$ cat src/rtl/sm_accumulator_if.sv
// Bundle of the operand stream, result stream, block control and adder-side
// signals shared by the sign-magnitude accumulator and whatever surrounds it.
interface sm_accumulator_if #(
    parameter int WIDTH   = 16,
    parameter int COUNT_W = 8
);
    logic               start;
    logic [COUNT_W-1:0] len;
    logic               in_valid;
    logic [WIDTH-1:0]   in_data;
    logic               in_ready;
    logic [WIDTH-1:0]   add_a;
    logic [WIDTH-1:0]   add_b;
    logic [WIDTH-1:0]   add_c;
    logic               out_valid;
    logic [WIDTH-1:0]   out_data;
    logic               out_ready;
    logic               ovf;
    logic               busy;

    modport master (
        output start, len, in_valid, in_data, add_c, out_ready,
        input  in_ready, add_a, add_b, out_valid, out_data, ovf, busy
    );

    modport slave (
        input  start, len, in_valid, in_data, add_c, out_ready,
        output in_ready, add_a, add_b, out_valid, out_data, ovf, busy
    );
endinterface

$ cat src/rtl/sm_accumulator.sv
// Block accumulator for sign-magnitude words: feeds an external combinational
// adder, saturates on same-sign magnitude overflow and reports a sticky flag.
module sm_accumulator #(
    parameter int WIDTH   = 16,
    parameter int COUNT_W = 8
) (
    input  logic               clk,
    input  logic               reset,
    sm_accumulator_if.slave    bus
);
    localparam int MAG_W = WIDTH - 1;
    localparam logic [WIDTH-1:0] MAG_MAX = {1'b0, {MAG_W{1'b1}}};

    typedef enum logic [1:0] {IDLE, ACC, DONE} state_t;

    state_t             state_reg, state_next;
    logic [WIDTH-1:0]   acc_reg, acc_next;
    logic [COUNT_W-1:0] cnt_reg, cnt_next;
    logic               ovf_reg, ovf_next;

    logic [WIDTH-1:0]   b_norm;
    logic [WIDTH-1:0]   c_norm;
    logic [WIDTH-1:0]   mag_sum;
    logic               sat;
    logic [WIDTH-1:0]   sum_next;
    logic               accept;

    // Any zero magnitude collapses to +0 so negative zero never propagates.
    function automatic logic [WIDTH-1:0] norm(input logic [WIDTH-1:0] w);
        return (w[MAG_W-1:0] == '0) ? '0 : w;
    endfunction

    assign b_norm   = norm(bus.in_data);
    assign c_norm   = norm(bus.add_c);
    assign mag_sum  = {1'b0, acc_reg[MAG_W-1:0]} + {1'b0, b_norm[MAG_W-1:0]};
    assign sat      = (acc_reg[WIDTH-1] == b_norm[WIDTH-1]) && (mag_sum > MAG_MAX);
    assign sum_next = sat ? {acc_reg[WIDTH-1], {MAG_W{1'b1}}} : c_norm;
    assign accept   = (state_reg == ACC) && bus.in_valid;

    always_ff @(posedge clk) begin
        if (reset) begin
            state_reg <= IDLE;
            acc_reg   <= '0;
            cnt_reg   <= '0;
            ovf_reg   <= 1'b0;
        end else begin
            state_reg <= state_next;
            acc_reg   <= acc_next;
            cnt_reg   <= cnt_next;
            ovf_reg   <= ovf_next;
        end
    end

    always_comb begin
        state_next = state_reg;
        acc_next   = acc_reg;
        cnt_next   = cnt_reg;
        ovf_next   = ovf_reg;
        case (state_reg)
            IDLE: begin
                if (bus.start) begin
                    acc_next = '0;
                    ovf_next = 1'b0;
                    if (bus.len != '0) begin
                        cnt_next   = bus.len;
                        state_next = ACC;
                    end else begin
                        state_next = DONE;
                    end
                end
            end
            ACC: begin
                if (accept) begin
                    acc_next = sum_next;
                    cnt_next = cnt_reg - COUNT_W'(1);
                    if (sat) begin
                        ovf_next = 1'b1;
                    end
                    if (cnt_reg == COUNT_W'(1)) begin
                        state_next = DONE;
                    end
                end
            end
            DONE: begin
                if (bus.out_ready) begin
                    state_next = IDLE;
                end
            end
            default: state_next = IDLE;
        endcase
    end

    assign bus.add_a     = acc_reg;
    assign bus.add_b     = b_norm;
    assign bus.in_ready  = (state_reg == ACC);
    assign bus.out_valid = (state_reg == DONE);
    assign bus.out_data  = (state_reg == DONE) ? acc_reg : '0;
    assign bus.ovf       = ovf_reg;
    assign bus.busy      = (state_reg != IDLE);
endmodule

$ cat src/flat_wrapper.sv
// flat-port wrapper written by rule: the top's interface ports become plain ports
module sm_accumulator_flat 
#(
    parameter int WIDTH   = 16,
    parameter int COUNT_W = 8
)
  (clk, reset, bus_start, bus_len, bus_in_valid, bus_in_data, bus_add_c, bus_out_ready, bus_in_ready, bus_add_a, bus_add_b, bus_out_valid, bus_out_data, bus_ovf, bus_busy);
  sm_accumulator_if #(.WIDTH(WIDTH), .COUNT_W(COUNT_W)) bus_i ();
  input  logic clk;
  input  logic reset;
  input wire logic [$bits(bus_i.start)-1:0] bus_start;
  input wire logic [$bits(bus_i.len)-1:0] bus_len;
  input wire logic [$bits(bus_i.in_valid)-1:0] bus_in_valid;
  input wire logic [$bits(bus_i.in_data)-1:0] bus_in_data;
  input wire logic [$bits(bus_i.add_c)-1:0] bus_add_c;
  input wire logic [$bits(bus_i.out_ready)-1:0] bus_out_ready;
  output wire logic [$bits(bus_i.in_ready)-1:0] bus_in_ready;
  output wire logic [$bits(bus_i.add_a)-1:0] bus_add_a;
  output wire logic [$bits(bus_i.add_b)-1:0] bus_add_b;
  output wire logic [$bits(bus_i.out_valid)-1:0] bus_out_valid;
  output wire logic [$bits(bus_i.out_data)-1:0] bus_out_data;
  output wire logic [$bits(bus_i.ovf)-1:0] bus_ovf;
  output wire logic [$bits(bus_i.busy)-1:0] bus_busy;
  assign bus_i.start = bus_start;
  assign bus_i.len = bus_len;
  assign bus_i.in_valid = bus_in_valid;
  assign bus_i.in_data = bus_in_data;
  assign bus_i.add_c = bus_add_c;
  assign bus_i.out_ready = bus_out_ready;
  assign bus_in_ready = bus_i.in_ready;
  assign bus_add_a = bus_i.add_a;
  assign bus_add_b = bus_i.add_b;
  assign bus_out_valid = bus_i.out_valid;
  assign bus_out_data = bus_i.out_data;
  assign bus_ovf = bus_i.ovf;
  assign bus_busy = bus_i.busy;
  sm_accumulator #(.WIDTH(WIDTH), .COUNT_W(COUNT_W)) u_core (.clk(clk), .reset(reset), .bus(bus_i));
endmodule
$ cat config.mk
export PLATFORM = sky130hd
export DESIGN_NAME = sm_accumulator_flat
export DESIGN_NICKNAME = d
export VERILOG_FILES = /design/src/rtl/sm_accumulator_if.sv /design/src/rtl/sm_accumulator.sv /design/src/flat_wrapper.sv
export SDC_FILE = /design/constraint.sdc
export NUM_CORES = 1
export LEC_CHECK = 0
export CORE_ASPECT_RATIO = 1.5
export CORE_UTILIZATION = 35
export CTS_CLUSTER_DIAMETER = 150
export DETAILED_ROUTE_END_ITERATION = 16
export GPL_ROUTABILITY_DRIVEN = 0
export PLACE_DENSITY = 0.8
export SKIP_LAST_GASP = 1
export SLEW_MARGIN = 25
export SYNTH_ARGS = -nofsm -noshare
export SYNTH_HDL_FRONTEND = slang
export SYNTH_SLANG_ARGS = --single-unit
export TNS_END_PERCENT = 10
$ cat constraint.sdc
create_clock -name clk -period 2.2 [get_ports clk]
set_input_delay 0.44 -clock clk [delete_from_list [all_inputs] [get_ports clk]]
set_output_delay 0.44 -clock clk [all_outputs]
set_load 0.02 [all_outputs]
== Word level (Yosys, flattened, before mapping) ==
Cells that the tools add are included.
Cells by class
  add/subtract/negate cells: 2
  $lt $le $gt $ge: 1
  eq/ne operators: 11
  muxes and demuxes: 21
  reductions and logical operators: 13
Operators by type and width (number)
  $mux 16: 6
  $pmux 16 s2: 1
  $logic_not 15->1: 2
  $mux 8: 3
  $add 15x15->16: 1
  $gt 16x15->1 const B: 1
  $pmux 8 s2: 1
  $reduce_and 4->1: 4
  $mux 2: 5
  $eq 8x1->1 const B: 1
  $ne 2x1->1 const B: 4
  $reduce_bool 8->1: 1
  $sub 8x1->8 const B: 1
  $ne 2x2->1 const B: 3
  $pmux 2 s3: 1
  $reduce_bool 2->1: 2
  $mux 1: 3
  $reduce_and 3->1: 1
  $eq 2x1->1 const B: 1
  $eq 2x2->1 const B: 1
  $logic_and 1x1->1: 2
  $logic_not 2->1: 1
  $pmux 1 s2: 1
  $eq 1x1->1: 1
Word-level totals
  bits in registers: 27
  output and inout port bits: 52

== Longest topological paths before layout ==
  word-level depth: 8
  mapped depth: 8
  mapped depth without buffers: 6

== Least setup slack after synthesis ==
No wires, ideal clock.
  path type: in2reg
  start: in bus_in_data[12]
  end: reg u_core.acc_reg[15] (netlist: u_core.bus.add_a[15])
  setup time: 122 ps
  arrival time: 2045 ps
  data required time: 2078 ps
  slack: 33 ps
  stages: 7
  cell sequence: clkbuf_1 -> ha_1 -> nand4_1 -> nor3_1 -> nor3_1 -> a311o_1 -> a221o_1
On the way
  longest elaborated chain between the ends: 7
Ends and longest elaborated chain
  start: declaration: RTL line flat_wrapper.sv:14  | input wire logic [$bits(bus_i.in_data)-1:0] bus_in_data;
  $logic_not 15->1: RTL line sm_accumulator.sv:30  | return (w[MAG_W-1:0] == '0) ? '0 : w;
  $mux 16 *: RTL line sm_accumulator.sv:30
  $add 15x15->16: RTL line sm_accumulator.sv:35  | assign mag_sum = {1'b0, acc_reg[MAG_W-1:0]} + {1'b0, b_norm[MAG_W-1:0]};
  $gt 16x15->1: RTL line sm_accumulator.sv:36  | assign sat = (acc_reg[WIDTH-1] == b_norm[WIDTH-1]) && (mag_sum > MAG_MAX);
  $logic_and 1x1->1 *: RTL line sm_accumulator.sv:36
  $ne 2x2->1 (no source line) *
  $reduce_and 4->1 (no source line) *
  end signal: assignment: RTL line sm_accumulator.sv:48  | acc_reg <= acc_next;
  end: declaration: RTL line sm_accumulator.sv:17  | logic [WIDTH-1:0] acc_reg, acc_next;
Every way passes the cells marked *; elsewhere a longest branch is shown, timed or not.
A chain may end at the register's enable or synchronous reset.

== Worst setup path after layout ==
  start: in bus_in_data[9]
  end: reg u_core.acc_reg[15] (netlist: u_core.bus.add_a[15])
The elaborated chain is that of the path after synthesis.

==> results <==
- The flow ran to the end, but the final reports show violations.
- The final reports fail on negative setup slack.
- Max-cap violations in this run came to 0.
- The post-route core utilization is 0.611.
- The post-layout minimum cycle time is 2.25 ns.
- The worst setup slack for register-to-register paths is approximately 0.16 ns.
- CTS built an H-tree with a depth of 1.
- The maximum achievable frequency is 444 MHz.
- The worst-case IR drop observed on VDD is between 0.2 and 0.3 mV.
- The first global-routing pass estimated between 10 and 15 mm of wire.
- Synthesis produced 239 cells.
- Synthesis instantiated 38 different standard cells from the library.
- The top cell type by total area after synthesis is dfxtp_1.
- Measured in cells, the most critical reg-to-reg path has a length of 6.
- The count of vias placed by the detailed router is between 2000 and 2500.
- The number of nets handed over by synthesis was approximately 300.
- The final setup violation count is 24.
- Detailed placement finished with a half-perimeter wire length of ~5.2 mm.
- The sum of overflow across all layers after global routing is 0.
- The most common cell after layout, fill and taps aside is clkdlybuf4s50_1.
- Setup repair after global routing could not meet its margin everywhere.
- The number of hold buffers added after CTS was 0.
- After clock tree synthesis, the clock-pin slew on the worst setup and hold paths is 0.10 ns.
- The clock reaches the later pin of the worst-skew pair after approximately 0.28 ns.
- After synthesis, the cell types taking the most area are dfxtp_1 (29%), ha_1 (12%), a22oi_1 (6.1%).
- The number of clock buffers inserted by TritonCTS is 3.
- Wires add up to slightly below 7 mm.
- The beginning of the critical path is bus_in_data[9].
- The hold violation count in the final report is 0.
- The proportion of layout cells with a drive suffix above 1 is 0.136.
- The fraction of the yosys area taken by sequential cells is 0.293.
- The number of design-rule violations left by the first detailed-router iteration is 153.
- The maximum fanout along the worst path is 3.
- The fraction of registers with async set or reset after synthesis is 0.
- The reg-to-reg critical path startpoint is u_core.bus.add_a[14].
- The worst pin sits at a relative slew slack of 0.328.
- The worst hold slack is about 0.47 ns.
- Overall power consumption after layout is estimated at between 1 and 1.5 mW.
- After detailed routing, the average wire length per cell comes to between 15 and 20 µm.
- The worst hold path class is register to register.
- The final clock skew is roughly 0.0014 ns.
- The sink count of the clock tree is 27.
- The worst hold path cell count is 2.
- In this run, synthesis inferred 0 flip-flops with an integrated enable.
- The worst register-to-register path ends at u_core.bus.add_a[15].
- Across every metal layer, demand over resource in global routing totals 0.246.
- The number of nets still failing antenna checks after routing is 0.
- The arrival time at the worst endpoint is 2.43 ns.
- The initial antenna violation count is 0.
- Among all flip-flop cells after synthesis, the most frequent one is dfxtp_1.
- The worst setup path is of the primary input to register kind.
- The initial utilization of the core area, before any placement, comes to 0.362.
- The post-detailed-route via-to-cell ratio is about 5.5.
- The worst hold path terminates at u_core.cnt_reg[1].
- Data on the critical path is required at its endpoint by around 2.4 ns.
- 0 antenna diodes ended up in the layout.
- TritonCTS built the clock tree.
- The number of flip-flops in the largest register is 16.
- The net count of the finished layout is 408.
- The floorplan row count is 32.
- In the layout the commonest cells are clkdlybuf4s50_1 (84), buf_4 (28), dfxtp_1 (27).
- The root buffer cell chosen for the clock tree is clkbuf_8.
- STA classifies the critical path endpoint as a register.
- The worst setup margin is -0.0516 ns.
- The clock passes through at most 2 buffers.
- Input and output buffers added on the ports amount to 96.
- After synthesis, the mean cell area works out to slightly below 8 µm².
- The worst setup path is launched from a primary input.
- For the pin with the worst max-slew slack, the measured transition is between 1 and 1.5 ns.
- In the finished design, the share of the clock period the worst path needs comes to 1.02.
- For this design the ratio of total power to cell area is around 440 nW/µm².
- Summing every instance area after synthesis gives between 1500 and 2000 µm².
- The final-layout setup total negative slack is -0.598 ns.
- The filler cells instantiated in the layout total 459.
- The share of synthesized area in the top cell type comes to 0.293.
- The height of the die is 90.8 µm.
- The number of global-route vias before repair was 2285.
- The post-synthesis to final-layout area growth is 68.7%.
- In this run the static leakage power is roughly 1.2 nW.
- The post-route DRC violation count is 0.
- The I/O pin count is between 90 and 100.
- The number of synthesized register bits is 27.
- The startpoint of the worst hold path is u_core.cnt_reg[1].
- Entering global routing, the biggest net connects 17 pins.
- The count of pins over their slew limit is 0.
- The core region is a little over 5000 µm².
- The die extent in x is roughly 61 µm.
- The first TritonRoute pass finished after 5 iterations.
- The Yosys step of the flow raised 0 warnings.
- The area enclosed by the die boundary is 5560 µm².
[synthesized netlist by cell type (2+ instances only)]
cell,count
a21o_1,2
a21oi_1,22
a22o_1,2
a22oi_1,15
and2_1,16
buf_2,2
clkbuf_1,22
dfxtp_1,27
ha_1,17
inv_1,5
nand2_1,15
nand2b_1,3
nand3_1,2
nand4_1,5
nor2_1,13
nor2b_1,4
nor3_1,8
nor4_1,8
nor4_2,2
o211ai_1,2
o21a_1,2
o21ai_0,18
o21ai_1,10
o31ai_1,2
or2_2,2
[power by group]
group          internal [mW]  switching, mW  total [mW]
clock                  0.128          0.167       0.295
combinational          0.252          0.265       0.516
sequential             0.523         0.0360       0.559
total                  0.902          0.468        1.37
[cells by family after synthesis]
family                     share of synthesized area
and+or+nand+nor                                0.255
AOI/OAI and AO/OA                              0.275
buffers and inverters                         0.0605
DFF                                            0.293
adders and majority gates                      0.115
[layer usage]
metal | routed length (µm) | global-route usage
met3 | 499 | 0.0430
met4 | 185 | 0.0890
met5 | 0 | 0
met2 | 3520 | 0.436
met1 | 2560 | 0.279
[layout make-up]
class / instances / area [µm²] / share of cell area
clock inverters: 1 / 5.00 / 0.00161
clock buffers: 3 / 41.3 / 0.0133
inverters: 5 / 18.8 / 0.00604
repair buffers: 126 / 1180 / 0.379
well taps: 68 / 85.1 / 0.0274
flip-flops and latches: 27 / 541 / 0.174
multi-input cells: 183 / 1240 / 0.399
[per-stage QoR]
step / setup WS (ns) / std cells / area, µm²
floorplan: 0.0332 / 239 / 1840
global placement: -0.491 / 404 / 2980
detailed placement: -0.507 / 404 / 2980
CTS: -0.0294 / 410 / 3080
global route: -0.123 / 413 / 3110
finish: -0.0516 / 413 / 3110
[how the worst max path moves through the flow]
stage,depth (start not counted),to
floorplan,7,u_core.bus.add_a[15]
global route,4,bus_out_data[2]
global placement,5,bus_add_b[15]
finish,8,u_core.bus.add_a[15]
detailed placement,5,bus_add_b[15]
CTS,4,bus_out_data[6]
[critical path: stages]
cell and delay, ns:
clkdlybuf4s50_1 0.44, buf_4 0.16, ha_1 0.27, nand2_1 0.08, nor2_2 0.14, o2111ai_2 0.14, a311o_1 0.43, a221o_1 0.33
[what timing repair did]
action                     CTS  global route
setup buffers                2             2
pin swaps                    7             6
cloned                       0             1
hold endpoints to repair     0             0
setup endpoints to repair   34            34
resized for setup           23             5
No activity file was read; power rests on OpenSTA's default activity.
